`config.mk`:
```
export PLATFORM = sky130hd
export DESIGN_NAME = hazard_ctrl
export DESIGN_NICKNAME = d
export VERILOG_FILES = /design/src/rtl/hazard_ctrl.sv
export SDC_FILE = /design/constraint.sdc
export NUM_CORES = 1
export LEC_CHECK = 0
export ABC_AREA = 0
export CELL_PAD_IN_SITES_DETAIL_PLACEMENT = 1
export CELL_PAD_IN_SITES_GLOBAL_PLACEMENT = 1
export CORE_MARGIN = 1
export CORE_UTILIZATION = 28
export CTS_CLUSTER_SIZE = 24
export DETAILED_ROUTE_END_ITERATION = 8
export PLACE_DENSITY_LB_ADDON = 0.1
export SLEW_MARGIN = 20
export SYNTH_ARGS = -nofsm -noshare
export SYNTH_HDL_FRONTEND = slang
export SYNTH_SLANG_ARGS = --single-unit
```
`constraint.sdc`:
```
create_clock -name clk -period 2.8 [get_ports clk]
set_clock_uncertainty 0.2 [all_clocks]
set_input_delay 0.56 -clock clk [delete_from_list [all_inputs] [get_ports clk]]
set_output_delay 0.56 -clock clk [all_outputs]
set_load 0.03 [all_outputs]
```
`src/rtl/hazard_ctrl.sv`:
```
// hazard_ctrl: pipeline hazard controller for the five-stage MIPS core.
//
// Turns operand dependencies and multi-cycle resource occupancy into per-stage
// stall and flush controls. It works next to the forwarding unit and handles
// the cases where an operand or resource cannot be supplied in time:
// load-use and branch-use hazards, multi-cycle multiply/divide, outstanding
// instruction/data memory handshakes, and squashed fetches still in flight.
//
// Ports
//   clk, reset            core clock, synchronous active-high reset
//   srcaD, srcbD          Decode source register numbers
//   branchD               Decode instruction compares registers in Decode
//   writeregE             Execute destination register
//   regwriteE, memtoregE  Execute writes a register / is a load
//   mdstartE, mdisdivE    Execute holds a mult/div; 1 = divide
//   ireq, idata_ok        fetch request valid / instruction returned
//   dreq, ddata_ok        Memory-stage request valid / data returned
//   exceptionM            exception taken in Memory stage
//   stallF..stallM        hold stage register
//   flushD..flushW        load bubble into stage register
//   mdbusy                multdiv sequencer is busy
//   idiscard              fetch must drop the returning instruction
module hazard_ctrl #(
  parameter int unsigned MULT_CYCLES = 4,
  parameter int unsigned DIV_CYCLES  = 32,
  parameter int unsigned CNT_W       = 6
) (
  input  logic       clk,
  input  logic       reset,
  input  logic [4:0] srcaD,
  input  logic [4:0] srcbD,
  input  logic       branchD,
  input  logic [4:0] writeregE,
  input  logic       regwriteE,
  input  logic       memtoregE,
  input  logic       mdstartE,
  input  logic       mdisdivE,
  input  logic       ireq,
  input  logic       idata_ok,
  input  logic       dreq,
  input  logic       ddata_ok,
  input  logic       exceptionM,
  output logic       stallF,
  output logic       stallD,
  output logic       stallE,
  output logic       stallM,
  output logic       flushD,
  output logic       flushE,
  output logic       flushM,
  output logic       flushW,
  output logic       mdbusy,
  output logic       idiscard
);

  // The first Execute cycle is spent in idle and the last one at cnt == 0,
  // so the counter is loaded with the occupancy minus two.
  localparam logic [CNT_W-1:0] MultLoad = CNT_W'(MULT_CYCLES - 2);
  localparam logic [CNT_W-1:0] DivLoad  = CNT_W'(DIV_CYCLES - 2);

  typedef enum logic {
    MdIdle,
    MdBusy
  } md_state_e;

  typedef enum logic {
    FetchIdle,
    FetchDiscard
  } fetch_state_e;

  md_state_e        r_md_state, w_md_state_d;
  logic [CNT_W-1:0] r_cnt, w_cnt_d;
  fetch_state_e     r_f_state, w_f_state_d;

  logic w_dep;
  logic w_lu;
  logic w_br;
  logic w_mdstall;
  logic w_istall;
  logic w_dstall;

  // --------------------------------------------------------------------------
  // Operand hazards. Register 0 is never a real dependency.
  // --------------------------------------------------------------------------
  always_comb begin
    w_dep = (writeregE != 5'd0) && ((writeregE == srcaD) || (writeregE == srcbD));
    w_lu  = w_dep && regwriteE && memtoregE;
    w_br  = w_dep && regwriteE && branchD;
  end

  // --------------------------------------------------------------------------
  // Multdiv sequencer
  // --------------------------------------------------------------------------
  always_ff @(posedge clk) begin
    if (reset) begin
      r_md_state <= MdIdle;
      r_cnt      <= '0;
    end else begin
      r_md_state <= w_md_state_d;
      r_cnt      <= w_cnt_d;
    end
  end

  always_comb begin
    w_md_state_d = r_md_state;
    w_cnt_d      = r_cnt;
    if (exceptionM) begin
      // The mult/div in Execute is squashed with the rest of the pipeline.
      w_md_state_d = MdIdle;
      w_cnt_d      = '0;
    end else begin
      unique case (r_md_state)
        MdIdle: begin
          if (mdstartE) begin
            w_md_state_d = MdBusy;
            w_cnt_d      = mdisdivE ? DivLoad : MultLoad;
          end
        end
        MdBusy: begin
          // A start seen at cnt == 0 belongs to the departing instruction.
          if (r_cnt != '0) begin
            w_cnt_d = r_cnt - 1'b1;
          end else begin
            w_md_state_d = MdIdle;
          end
        end
        default: begin
          w_md_state_d = MdIdle;
          w_cnt_d      = '0;
        end
      endcase
    end
  end

  always_comb begin
    w_mdstall = ((r_md_state == MdIdle) && mdstartE) ||
                ((r_md_state == MdBusy) && (r_cnt != '0));
    mdbusy    = (r_md_state == MdBusy);
  end

  // --------------------------------------------------------------------------
  // Fetch discard tracker: an exception that squashes an outstanding fetch
  // leaves a reply in flight that must be dropped when it returns.
  // --------------------------------------------------------------------------
  always_ff @(posedge clk) begin
    if (reset) begin
      r_f_state <= FetchIdle;
    end else begin
      r_f_state <= w_f_state_d;
    end
  end

  always_comb begin
    w_f_state_d = r_f_state;
    unique case (r_f_state)
      FetchIdle: begin
        if (exceptionM && ireq && !idata_ok) begin
          w_f_state_d = FetchDiscard;
        end
      end
      FetchDiscard: begin
        if (idata_ok) begin
          w_f_state_d = FetchIdle;
        end
      end
      default: w_f_state_d = FetchIdle;
    endcase
  end

  always_comb begin
    idiscard = (r_f_state == FetchDiscard);
    w_istall = (ireq && !idata_ok) || (r_f_state == FetchDiscard);
    w_dstall = dreq && !ddata_ok;
  end

  // --------------------------------------------------------------------------
  // Stall / flush generation
  // --------------------------------------------------------------------------
  always_comb begin
    stallM = w_dstall;
    flushW = w_dstall;
    stallE = w_dstall || w_mdstall;
    stallD = stallE || w_lu || w_br;
    stallF = stallD || w_istall;
    flushM = w_mdstall && !w_dstall;
    flushE = (w_lu || w_br) && !stallE;
    flushD = w_istall && !stallD;
    if (exceptionM) begin
      // Memory never has a request pending alongside an exception, so the
      // dstall-driven stallM/flushW are left as computed.
      stallE = 1'b0;
      stallD = 1'b0;
      stallF = w_istall;
      flushD = 1'b1;
      flushE = 1'b1;
      flushM = 1'b1;
    end
  end

endmodule
```
; ---- After elaboration in Yosys (flattened, before gate mapping)
; Index checks and enable logic that the tools add are counted.
[totals]
regBits = 8
output_inout_bits = 10
wordCells = 56
[classes]
n_addsub = 1
eq_ne = 4
n_mux = 16
bitwise = 2
reduce_logical = 30
[op_table]
columns = cell, n
row1 = logical AND 1 bit, 13
row2 = two-way mux 6 bit, 2
row3 = case mux 6 bit (2 select lines), 1
row4 = == test 5 bit, 2
row5 = two-way mux 1 bit, 10
row6 = logical OR 1 bit, 8
row7 = nonzero test 6 bit, 1
row8 = subtractor 6 x 1 -> 6 bit (second input constant), 1
row9 = logical NOT 1 bit, 5
row10 = two-way mux 5 bit, 1
row11 = nonzero test 5 bit, 1
row12 = case mux 1 bit (2 select lines), 2
row13 = != test 2 x 1 -> 1 bit (second input constant), 1
row14 = != test 2 bit (second input constant), 1
row15 = NOT 1 bit, 2
row16 = AND reduction 2 bit, 1
row17 = OR reduction 2 bit, 1

; ---- Longest topological paths before layout
; Gate-level depths: netlist of run 1.
[depth]
depth_word = 10
ltp_mapped = 6
ltp_nobuf = 6

; ---- Worst setup path before layout of run 1
; OpenSTA, ideal clock, no wires.
[synth_path]
path_type = input port to output port
from = input port writeregE[1]
to = output port flushE
t_arrival_ps = 2102
t_required_ps = 2040
setup_slack_ps = -62
stages = 4
path_buffers = 0
cell_sequence = xor2_1 -> nor3_1 -> a22oi_1 -> o41ai_1
[synth_between]
elab_chain_len = 8
elab_cells_between_ends = 11
cone_classes = 2 x eq/ne / 1 x mux / 8 x reduce/logical
[synth_lines]
columns = item, line_no
row1 = from (decl), 33  ; input logic [4:0] writeregE,
row2 = == test 5 bit, 85  ; w_dep = (writeregE != 5'd0) && ((writeregE == srcaD) || (writeregE == srcbD));
row3 = logical OR 1 bit, 85
row4 = logical AND 1 bit *, 85
row5 = logical AND 1 bit *, "86, 87"
row6 = logical AND 1 bit (on tied branches), "86, 87"
row7 = logical OR 1 bit *, 185  ; flushE = (w_lu || w_br) && !stallE;
row8 = logical AND 1 bit *, 185
row9 = two-way mux 1 bit *, 187  ; if (exceptionM) begin
row10 = to (decl), 48  ; output logic flushE,
; Mark *: on every way between the ends. The rest lies on a longest branch, timed or not.

; ---- Worst setup path after layout of run 1
[layout_path]
from = input port writeregE[3]
to = output port flushD
[layout_between]
elab_chain_len = 10
elab_cells_between_ends = 13
cone_classes = 2 x eq/ne / 1 x mux / 10 x reduce/logical
[layout_lines]
columns = item, line_no
row1 = == test 5 bit, 85
row2 = logical OR 1 bit, 85
row3 = logical AND 1 bit *, 85
row4 = logical AND 1 bit *, "86, 87"
row5 = logical AND 1 bit, 86  ; w_lu = w_dep && regwriteE && memtoregE;
row6 = logical OR 1 bit, 182  ; stallD = stallE || w_lu || w_br;
row7 = logical OR 1 bit *, 182
row8 = logical NOT 1 bit *, 186  ; flushD = w_istall && !stallD;
row9 = logical AND 1 bit *, 186
row10 = two-way mux 1 bit *, 187
row11 = to (decl), 47  ; output logic flushD,
; Marked as above.

==> results of run 1 <==
## worst max-delay path, stage by stage
cell and delay (ns):
clkdlybuf4s15_1 0.20, or4_4 0.50, o221ai_4 0.18, or2b_4 0.15, buf_4 0.09, o22a_1 0.14, buf_6 0.13
## what timing repair did
item | in CTS | in global routing
pin swaps | 6 | 11
gates resized for setup | 22 | 20
buffers inserted | 1 | 1
endpoints found under the setup margin | 4 | 3
## worst max-delay path by stage
| stage | from | end | slack (ns) | depth (start not counted) |
|---|---|---|---|---|
| 6_report | writeregE[3] | flushD | 0.09 | 7 |
| 5_1_grt | writeregE[4] | flushE | 0.006 | 7 |
| 4_1_cts | writeregE[3] | flushD | 0.01 | 7 |
| 3_5_place_dp | writeregE[1] | stallD | -0.51 | 6 |
| 3_3_place_gp | writeregE[1] | stallF | -0.50 | 6 |
| 2_1_floorplan | dreq | stallD | 0.20 | 3 |
## where the power goes
group / internal [mW] / total (mW) / switching, mW
Sequential: 0.119 / 0.125 / 0.00601
Clock: 0.0490 / 0.0884 / 0.0394
Combinational: 0.0875 / 0.167 / 0.0795
## flip-flops by register name, indices dropped and copies added, names as in the netlist
| name | count |
|---|---|
| mdbusy | 1 |
| idiscard | 1 |
| r_cnt | 6 |
## routing by layer
layer / vias to the layer above / global-route usage (%) / part of all wire [%]
li1: 396 / - / -
met1: 366 / 19.3 / 42
met2: 31 / 33.1 / 50
met3: 4 / 5.45 / 7.0
met4: 0 / 8.33 / 1.6
met5: - / 0 / 0
## final cells by class
| class | instances | area, µm² |
|---|---|---|
| Timing Repair Buffer | 50 | 463 |
| Tap cell | 28 | 35.0 |
| Clock buffer | 3 | 22.5 |
| Inverter | 6 | 22.5 |
| Multi-Input combinational cell | 66 | 503 |
| Sequential cell | 8 | 160 |
| Fill cell | 272 | 1010 |
## placed cells by master, fill, tap and decap left out, types with 4 or more instances in the layout
cell and n:
buf_4 17, clkdlybuf4s50_1 15, xor2_1 10, dfxtp_1 8, dlymetal6s2s_1 8, inv_1 6, nor2_1 6, o21ai_0 6
nand2_1 5, nor3_1 4, buf_6 4
## metrics by stage
step                      power, mW  std cells  TNS, ns
after floorplan               0.204         82        0
after global placement        0.286        156    -1.37
after detailed placement      0.290        156    -1.43
after CTS                     0.384        160        0
after global routing          0.408        161        0
final                         0.381        161        0
## kinds of logic after synthesis
kind of cell	count (synthesis)	share of synthesized area (%)
fa+ha+maj	2	3.78
buf+inv	8	5.29
simple gates	33	28.4
flops	8	24.2
compound gates	20	23.4
mux	1	1.70
xor+xnor	10	13.2
==> results.sh, run 1 <==
export IMPL_status="finished, final reports clean"
export IMPL_num_antenna_cells=0
export IMPL_pwr_density_cell_mw_per_mm2=316
export IMPL_synth_seq_cells=8
export IMPL_fp_row_count=17
export IMPL_synth_top_cell_by_area="dfxtp_1"
export IMPL_clock_fmax_ghz=0.369
export IMPL_irDropWorstVdd_mv=0.206
export IMPL_initial_core_util_pct=29.9
export IMPL_p_leak_nw=0.559
export IMPL_dpl_hpwl_um=1680
export IMPL_grt_max_degree=10
export IMPL_timing_hold_ws_ns=0.353
export IMPL_ys_seq_area_share_pct=24.2
export IMPL_rr_startpoint="r_cnt[0]$_SDFFE_PP0P_"
export IMPL_finalWorstSetupSlack_ns=0.0872
export IMPL_drv_cap=0
export IMPL_drt_iter0_markers=5
export IMPL_wl_per_cell_um=12.9
export IMPL_cp_required_ns=2.04
export IMPL_finalCritPeriodShare_pct=96.9
export IMPL_grt_pass1_vias=842
export IMPL_grtUsageTotal_pct=18.3
export IMPL_ys_types=33
export IMPL_hold_start="idiscard$_SDFF_PP0_"
export IMPL_numCtsBuffers=3
export IMPL_crit_arrival_ns=1.95
export IMPL_hp_class="reg2reg"
export IMPL_holdPathEnd="idiscard$_SDFF_PP0_"
export IMPL_area_growth_pct=82.2
export IMPL_drive_gt1_share_pct=33.1
export IMPL_syn_area_um2=662
export IMPL_vias_per_cell=4.95
export IMPL_grt_pass1_wl_um=3530
export IMPL_postPlaceCellArea_mm2=0.00113
export IMPL_overflow=0
export IMPL_synth_common_cells="xor2_1 (10), dfxtp_1 (8)"
export IMPL_setup_viol=0
export IMPL_drv_slew=0
export IMPL_synth_top_area_share_pct=24.2
export IMPL_chipWidth_um=50.6
export IMPL_syn_num_nets=111
export IMPL_cts_sinks=8
export IMPL_crit_type="in2out"
export IMPL_finish_utilization_pct=54.5
export IMPL_dpl_worst_slack_ns=-0.510
export IMPL_r2r_slack_ns=1.02
export IMPL_gp_congestion=0.790
export IMPL_synth_top_cells_by_area="dfxtp_1 (24%), xor2_1 (13%), nor3_1 (4.5%)"
export IMPL_ant_nets=0
export IMPL_hold_buffers=0
export IMPL_rsz0062_at_grt="false"
export IMPL_clkSlewWorstSetupHoldPaths_ns=0.05
export IMPL_synth_most_common_cell="xor2_1"
export IMPL_min_path_cells=2
export IMPL_avgSynthCellArea_um2=8.07
export IMPL_drc=0
export IMPL_clock_latency_ns=0.26
export IMPL_start_kind="input port"
export IMPL_port_buffers=36
export IMPL_ff2ff_path_depth=7
export IMPL_cp_end_kind="output port"
export IMPL_tightestPinTransition_ns=0.395
export IMPL_synth_edff_count=0
export IMPL_ioPinCount=37
export IMPL_cts_root_buf="clkbuf_4"
export IMPL_async_flop_share_pct=0
export IMPL_chipHeight_um=50.6
export IMPL_wl_um=2080
export IMPL_core_mm2=0.00221
export IMPL_clockBufferDepth=2
export IMPL_worst_r2r_endpoint="r_cnt[4]$_SDFFE_PP0P_"
export IMPL_antenna_found_initial=0
export IMPL_netlist_instances=82
export IMPL_synth_ff_type="dfxtp_1"
export IMPL_route_vias_total=797
export IMPL_synth_warnings=0
export IMPL_cts_tree="built"
export IMPL_htree_levels=1
export IMPL_relSlewSlack_pct=73.6
export IMPL_path_max_fanout=3
export IMPL_finalNetCount=164
export IMPL_firstDrtPassIters=4
export IMPL_post_route_min_period_ns=2.71
export IMPL_final_area_mm2=0.00121
export IMPL_hold_viol=0
export IMPL_dieArea_mm2=0.00256
(Power assumes the default switching activity.)
==> inputs of run 2 (changes only) <==
CORE_UTILIZATION = 29   (was 28)
CTS_BUF_LIST = sky130_fd_sc_hd__clkbuf_4 sky130_fd_sc_hd__clkbuf_8   (was not set)
==> run 2 against run 1 <==
Final area shrank 0.93%. Final cell count is the same. Sequential share of layout area grew 0.13 points. Core utilization grew 3.4 points. Combinational power is essentially flat. Total power grew 2.6%. Routed wire length grew 6.1%. Clock-buffer cell count is the same. Worst setup slack lost 0.072 ns. First-iteration DRC count shrank 20%. Largest cell class unchanged. Largest power group unchanged. Global-route usage grew 1.3 points.
==> results.sh, run 2 (synthesized netlist as in run 1, its figures left out) <==
export IMPL_cp_cell_sequence="clkdlybuf4s50_1 -> xor2_1 -> nor3_2 -> a22oi_2 -> buf_4 -> o41ai_4 -> buf_4"
export IMPL_firstDrtPassIters=4
export IMPL_drv_slew=0
export IMPL_area_growth_pct=80.5
export IMPL_use_met1_pct=21.7
export IMPL_slowest_stage="clkdlybuf4s50_1"
export IMPL_cp_common_cell="buf_4"
export IMPL_status="finished, final reports clean"
export IMPL_clock_latency_ns=0.27
export IMPL_fin_cells=161
export IMPL_path_buf_inv=3
export IMPL_core_mm2=0.00206
export IMPL_chipWidth_um=49.8
export IMPL_rsz0062_at_grt="true"
export IMPL_cp_required_ns=2.04
export IMPL_drive_gt1_share_pct=31.3
export IMPL_cts_tree="built"
export IMPL_cp_top_family="buffers and inverters"
export IMPL_grtUsageTotal_pct=19.6
export IMPL_clockBufferDepth=2
export IMPL_finalSetupTns_ns=0
export IMPL_num_antenna_cells=0
export IMPL_p_comb_share_pct=43.7
export IMPL_gp_congestion=0.794
export IMPL_dp_cells=157
export IMPL_crit_end="flushE"
export IMPL_ant_nets=0
export IMPL_cp_end_kind="output port"
export IMPL_tightestPinTransition_ns=0.401
export IMPL_wl_um=2210
export IMPL_timing_hold_ws_ns=0.336
export IMPL_use_met3_pct=1.85
export IMPL_drt_iter0_markers=4
export IMPL_ioPinCount=37
export IMPL_pwr_share_seq_pct=32.0
export IMPL_p_leak_nw=0.503
export IMPL_wl_per_cell_um=13.7
export IMPL_min_path_cells=2
export IMPL_use_met2_pct=35.8
export IMPL_power_internal_uw=257
export IMPL_critPathLaunch="srcbD[2]"
export IMPL_cts_root_buf="clkbuf_4"
export IMPL_irDropWorstVdd_mv=0.193
export IMPL_cts_sinks=8
export IMPL_crit_arrival_ns=2.02
export IMPL_final_cell_mix="clkdlybuf4s50_1 (21), buf_4 (19), xor2_1 (10)"
export IMPL_dpl_hpwl_um=1800
export IMPL_clkPwrFrac_pct=24.4
export IMPL_worst_r2r_endpoint="r_cnt[4]$_SDFFE_PP0P_"
export IMPL_r2r_slack_ns=0.97
export IMPL_port_buffers=36
export IMPL_path_max_fanout=3
export IMPL_grt_pass1_wl_um=3640
export IMPL_nFillCells=270
export IMPL_grt_max_degree=10
export IMPL_vias_per_cell=5.02
export IMPL_largest_reg_flops=6
export IMPL_largest_register="r_cnt"
export IMPL_switchingPower_uw=133
export IMPL_multiInputGateArea_um2=503
export IMPL_crit_type="in2out"
export IMPL_numCtsBuffers=3
export IMPL_fp_row_count=16
export IMPL_antenna_found_initial=0
export IMPL_hp_class="reg2reg"
export IMPL_relSlewSlack_pct=73.2
export IMPL_setup_viol=0
export IMPL_htree_levels=1
export IMPL_switching_share_pct=34.1
export IMPL_chipHeight_um=49.8
export IMPL_crit_cells=7
export IMPL_clock_fmax_ghz=0.359
export IMPL_final_common_cell="clkdlybuf4s50_1"
export IMPL_ff2ff_path_depth=7
export IMPL_seqCellArea_um2=160
export IMPL_max_stage_delay_ns=0.42
export IMPL_pwr_density_cell_mw_per_mm2=327
export IMPL_drv_cap=0
export IMPL_start_kind="input port"
export IMPL_finalCritPeriodShare_pct=99.5
export IMPL_overflow=0
export IMPL_rr_startpoint="r_cnt[0]$_SDFFE_PP0P_"
export IMPL_finalNetCount=165
export IMPL_grt_busiest_layer="met2"
export IMPL_hold_viol=0
export IMPL_initial_core_util_pct=32.1
export IMPL_clkSlewWorstSetupHoldPaths_ns=0.05
export IMPL_grt_pass1_vias=816
export IMPL_drc=0
export IMPL_dieArea_mm2=0.00248
export IMPL_route_vias_total=809
export IMPL_post_route_min_period_ns=2.78
-- run 2: cell types whose count changed in the layout (fill, tap and decap cells not counted), sizes merged --
cell,before,now
clkdlybuf4s50,15,21
clkdlybuf4s15,2,0
dlygate4sd2,0,7
buf,22,23
clkbuf,6,3
dlymetal6s2s,8,0
-- run 2: area by class of cell --
cell class / count / share of cell area (%)
multi-input combinational: 66 / 42.1
tap: 27 / 2.83
sequential: 8 / 13.4
timing repair buffer: 51 / 37.9
clock buffer: 3 / 1.88
inverter: 6 / 1.88
-- run 2: metal layers --
metal,vias to the layer above,part of all wire [%]
met5,-,0
met4,0,2.4
met3,5,4.4
met2,28,51
met1,379,42
li1,397,-
-- run 2: worst min path at each step --
stage	start	to	slack (ns)
CTS	idiscard$_SDFF_PP0_	idiscard$_SDFF_PP0_	0.34
global route	idiscard$_SDFF_PP0_	idiscard$_SDFF_PP0_	0.37
finish	idiscard$_SDFF_PP0_	idiscard$_SDFF_PP0_	0.34
detailed placement	idiscard$_SDFF_PP0_	idiscard$_SDFF_PP0_	0.33
floorplan	r_cnt[2]$_SDFFE_PP0P_	r_cnt[2]$_SDFFE_PP0P_	0.29
global placement	r_cnt[2]$_SDFFE_PP0P_	r_cnt[2]$_SDFFE_PP0P_	0.31
-- run 2: metrics by stage --
step	total power [mW]	setup slack, ns	area (µm²)	util, %
after global placement	0.288	-0.491	1140	55.3
after floorplan	0.204	0.204	669	-
after detailed placement	0.293	-0.530	1140	55.3
final	0.390	0.0150	1190	57.9
after global routing	0.414	-0.0291	1190	57.9
after CTS	0.396	0.00599	1190	57.8
-- run 2: power groups by stage --
stage	clock network [mW]	registers (mW)	logic (mW)
finish	0.0952	0.125	0.170
detailed placement	0	0.127	0.166
floorplan	0	0.128	0.0756
CTS	0.101	0.125	0.170
global placement	0	0.127	0.161
global route	0.105	0.125	0.184
-- run 2: timing repair --
item                       4_1_cts  5_1_grt
setup endpoints to repair        4        4
setup buffers                    1        0
hold buffers                     0        0
pin swaps                        8        1
resized for setup               26        2
gates cloned                     0        0
-- run 2: worst register-to-register path, stage by stage, from the launching register on --
cell,delay [ns]
dfxtp_1,0.37
inv_1,0.09
buf_4,0.14
ha_1,0.23
nor3b_1,0.16
or2_2,0.27
a32oi_1,0.20
nor2_1,0.06
==> inputs of run 3 (changes only) <==
CORE_UTILIZATION = 24   (was 29)
HOLD_SLACK_MARGIN = 0.12   (was not set)
clock period = 2.3 ns   (was 2.8 ns; I/O delays follow)
==> run 3 against run 2 <==
The run now ends with setup timing left. Non-clock buffer count up 12. Clock-buffer cell count is the same. Global-route usage down 2.1 points. Clock power increased by 17%. Routed wire length up 6.1%. Via count is 5.7% higher. Die area increased by 20%. First-iteration DRC count rose by 100%. Worst setup slack worse by 0.13 ns. Final cell count grew 9.3%.
==> results.sh, run 3 (synthesized netlist as in run 1, its figures left out) <==
export IMPL_clock_fmax_ghz=0.414
export IMPL_irDropWorstVdd_mv=0.203
export IMPL_violations="setup timing"
export IMPL_dpl_worst_slack_ns=-0.877
export IMPL_drc=0
export IMPL_setup_viol=5
export IMPL_tightestPinTransition_ns=0.386
export IMPL_cts_root_buf="clkbuf_4"
export IMPL_ant_nets=0
export IMPL_slowest_stage="dfxtp_2"
export IMPL_final_common_cell="buf_4"
export IMPL_finalWorstSetupSlack_ns=-0.114
export IMPL_clock_latency_ns=0.26
export IMPL_overflow=0
export IMPL_largest_reg_flops=6
export IMPL_port_buffers=36
export IMPL_chipHeight_um=54.5
export IMPL_drv_slew=0
export IMPL_dpl_hpwl_um=1840
export IMPL_gp_congestion=0.708
export IMPL_cp_cell_sequence="inv_2 -> ha_4 -> nor2b_4 -> a31oi_4 -> buf_6 -> o41ai_4 -> buf_4"
export IMPL_firstDrtPassIters=4
export IMPL_rsz0062_at_grt="true"
export IMPL_crit_type="reg2out"
export IMPL_pwr_density_cell_mw_per_mm2=374
export IMPL_hold_buffers=0
export IMPL_ioPinCount=37
export IMPL_drv_cap=0
export IMPL_cp_end_kind="output port"
export IMPL_status="complete, but fails checks"
export IMPL_wl_per_cell_um=13.3
export IMPL_hp_class="reg2reg"
export IMPL_p_leak_nw=0.594
export IMPL_relSlewSlack_pct=73.9
export IMPL_post_route_min_period_ns=2.41
export IMPL_grtUsageTotal_pct=17.6
export IMPL_cts_tree="built"
export IMPL_start_kind="flip-flop"
export IMPL_area_growth_pct=101
export IMPL_final_cell_mix="buf_4 (31), dlygate4sd2_1 (11), xor2_1 (10), clkdlybuf4s50_1 (10), dfxtp_1 (6)"
export IMPL_dieArea_mm2=0.00297
export IMPL_antenna_found_initial=0
export IMPL_wl_um=2340
export IMPL_num_antenna_cells=0
export IMPL_route_vias_total=855
export IMPL_clockBufferDepth=2
export IMPL_finalCritPeriodShare_pct=105
export IMPL_initial_core_util_pct=26.0
export IMPL_path_max_fanout=4
export IMPL_grt_pass1_vias=874
export IMPL_cp_required_ns=1.64
export IMPL_max_stage_delay_ns=0.32
export IMPL_htree_levels=1
export IMPL_numCtsBuffers=3
export IMPL_finish_utilization_pct=52.3
export IMPL_drive_gt1_share_pct=47.3
export IMPL_hold_viol=0
export IMPL_path_buf_inv=3
export IMPL_largest_register="r_cnt"
export IMPL_cts_sinks=8
export IMPL_timing_hold_ws_ns=0.351
export IMPL_finalNetCount=177
export IMPL_core_mm2=0.00254
export IMPL_clkSlewWorstSetupHoldPaths_ns=0.06
export IMPL_vias_per_cell=4.86
export IMPL_drt_iter0_markers=8
export IMPL_fp_row_count=18
export IMPL_chipWidth_um=54.5
export IMPL_grt_max_degree=7
export IMPL_grt_pass1_wl_um=3750
export IMPL_cp_top_family="buffers and inverters"
export IMPL_crit_arrival_ns=1.75
## run 3: cell types whose count changed in the layout (fill, tap and decap cells not counted), moves of 2 or more
cell             change
buf_4               +12
clkdlybuf4s50_1     -11
dlygate4sd2_1        +4
buf_2                +2
buf_6                +2
clkdlybuf4s15_1      +2
dfxtp_1              -2
dfxtp_2              +2
inv_1                -2
inv_2                +2
nor2b_1              -2
## run 3: where the power goes
part / total, mW / internal (mW) / switching (mW)
Clock: 0.111 / 0.0600 / 0.0513
Combinational: 0.235 / 0.124 / 0.110
Sequential: 0.152 / 0.145 / 0.00648
## run 3: path summary, 6_finish.rpt
| check | cells past startpoint | from | slack, ns | endpoint |
|---|---|---|---|---|
| setup / recovery | 7 | r_cnt[0]$_SDFFE_PP0P_ | -0.11 | flushE |
| hold / removal | 2 | idiscard$_SDFF_PP0_ | 0.35 | idiscard$_SDFF_PP0_ |
| setup reg to reg | 8 | r_cnt[0]$_SDFFE_PP0P_ | 0.47 | r_cnt[4]$_SDFFE_PP0P_ |
| hold reg to reg | 2 | idiscard$_SDFF_PP0_ | 0.35 | idiscard$_SDFF_PP0_ |
## run 3: area by class of cell
cell class                 count  area, µm²
fill                         303       1210
multi-input combinational     66        553
timing repair buffer          63        532
sequential                     8        163
tap                           30       37.5
clock buffer                   3       22.5
inverter                       6       22.5
## run 3: per-layer routing
| layer | global-route usage (%) | vias to the layer above | routed length [µm] |
|---|---|---|---|
| met5 | 0 | - | 0 |
| met4 | 8.55 | 0 | 39 |
| met3 | 3.06 | 5 | 121 |
| met2 | 31.9 | 31 | 1210 |
| met1 | 19.4 | 396 | 968 |
| li1 | - | 423 | - |
## run 3: worst reg2reg max path, delay by kind of cell, from the launching register on
family / cells / cell delay (ns)
AOI/OAI and AO/OA: 1 / 0.20
adders and majority gates: 1 / 0.22
buffers and inverters: 3 / 0.30
DFF: 1 / 0.33
and+or+nand+nor: 3 / 0.49
## run 3: metrics by stage
stage                     TNS [ns]  power, mW  std cells  area (µm²)
final                       -0.301      0.498        176        1330
after global routing        -0.718      0.527        176        1330
after CTS                   -0.290      0.496        174        1300
after detailed placement     -2.84      0.368        168        1210
after global placement       -2.61      0.362        168        1210
after floorplan            -0.0372      0.248         82         672
## run 3: what timing repair did
action                     CTS  global route
setup endpoints to repair    6             5
pin swaps                   14             2
gates resized for setup     65             4
setup buffers                3             2
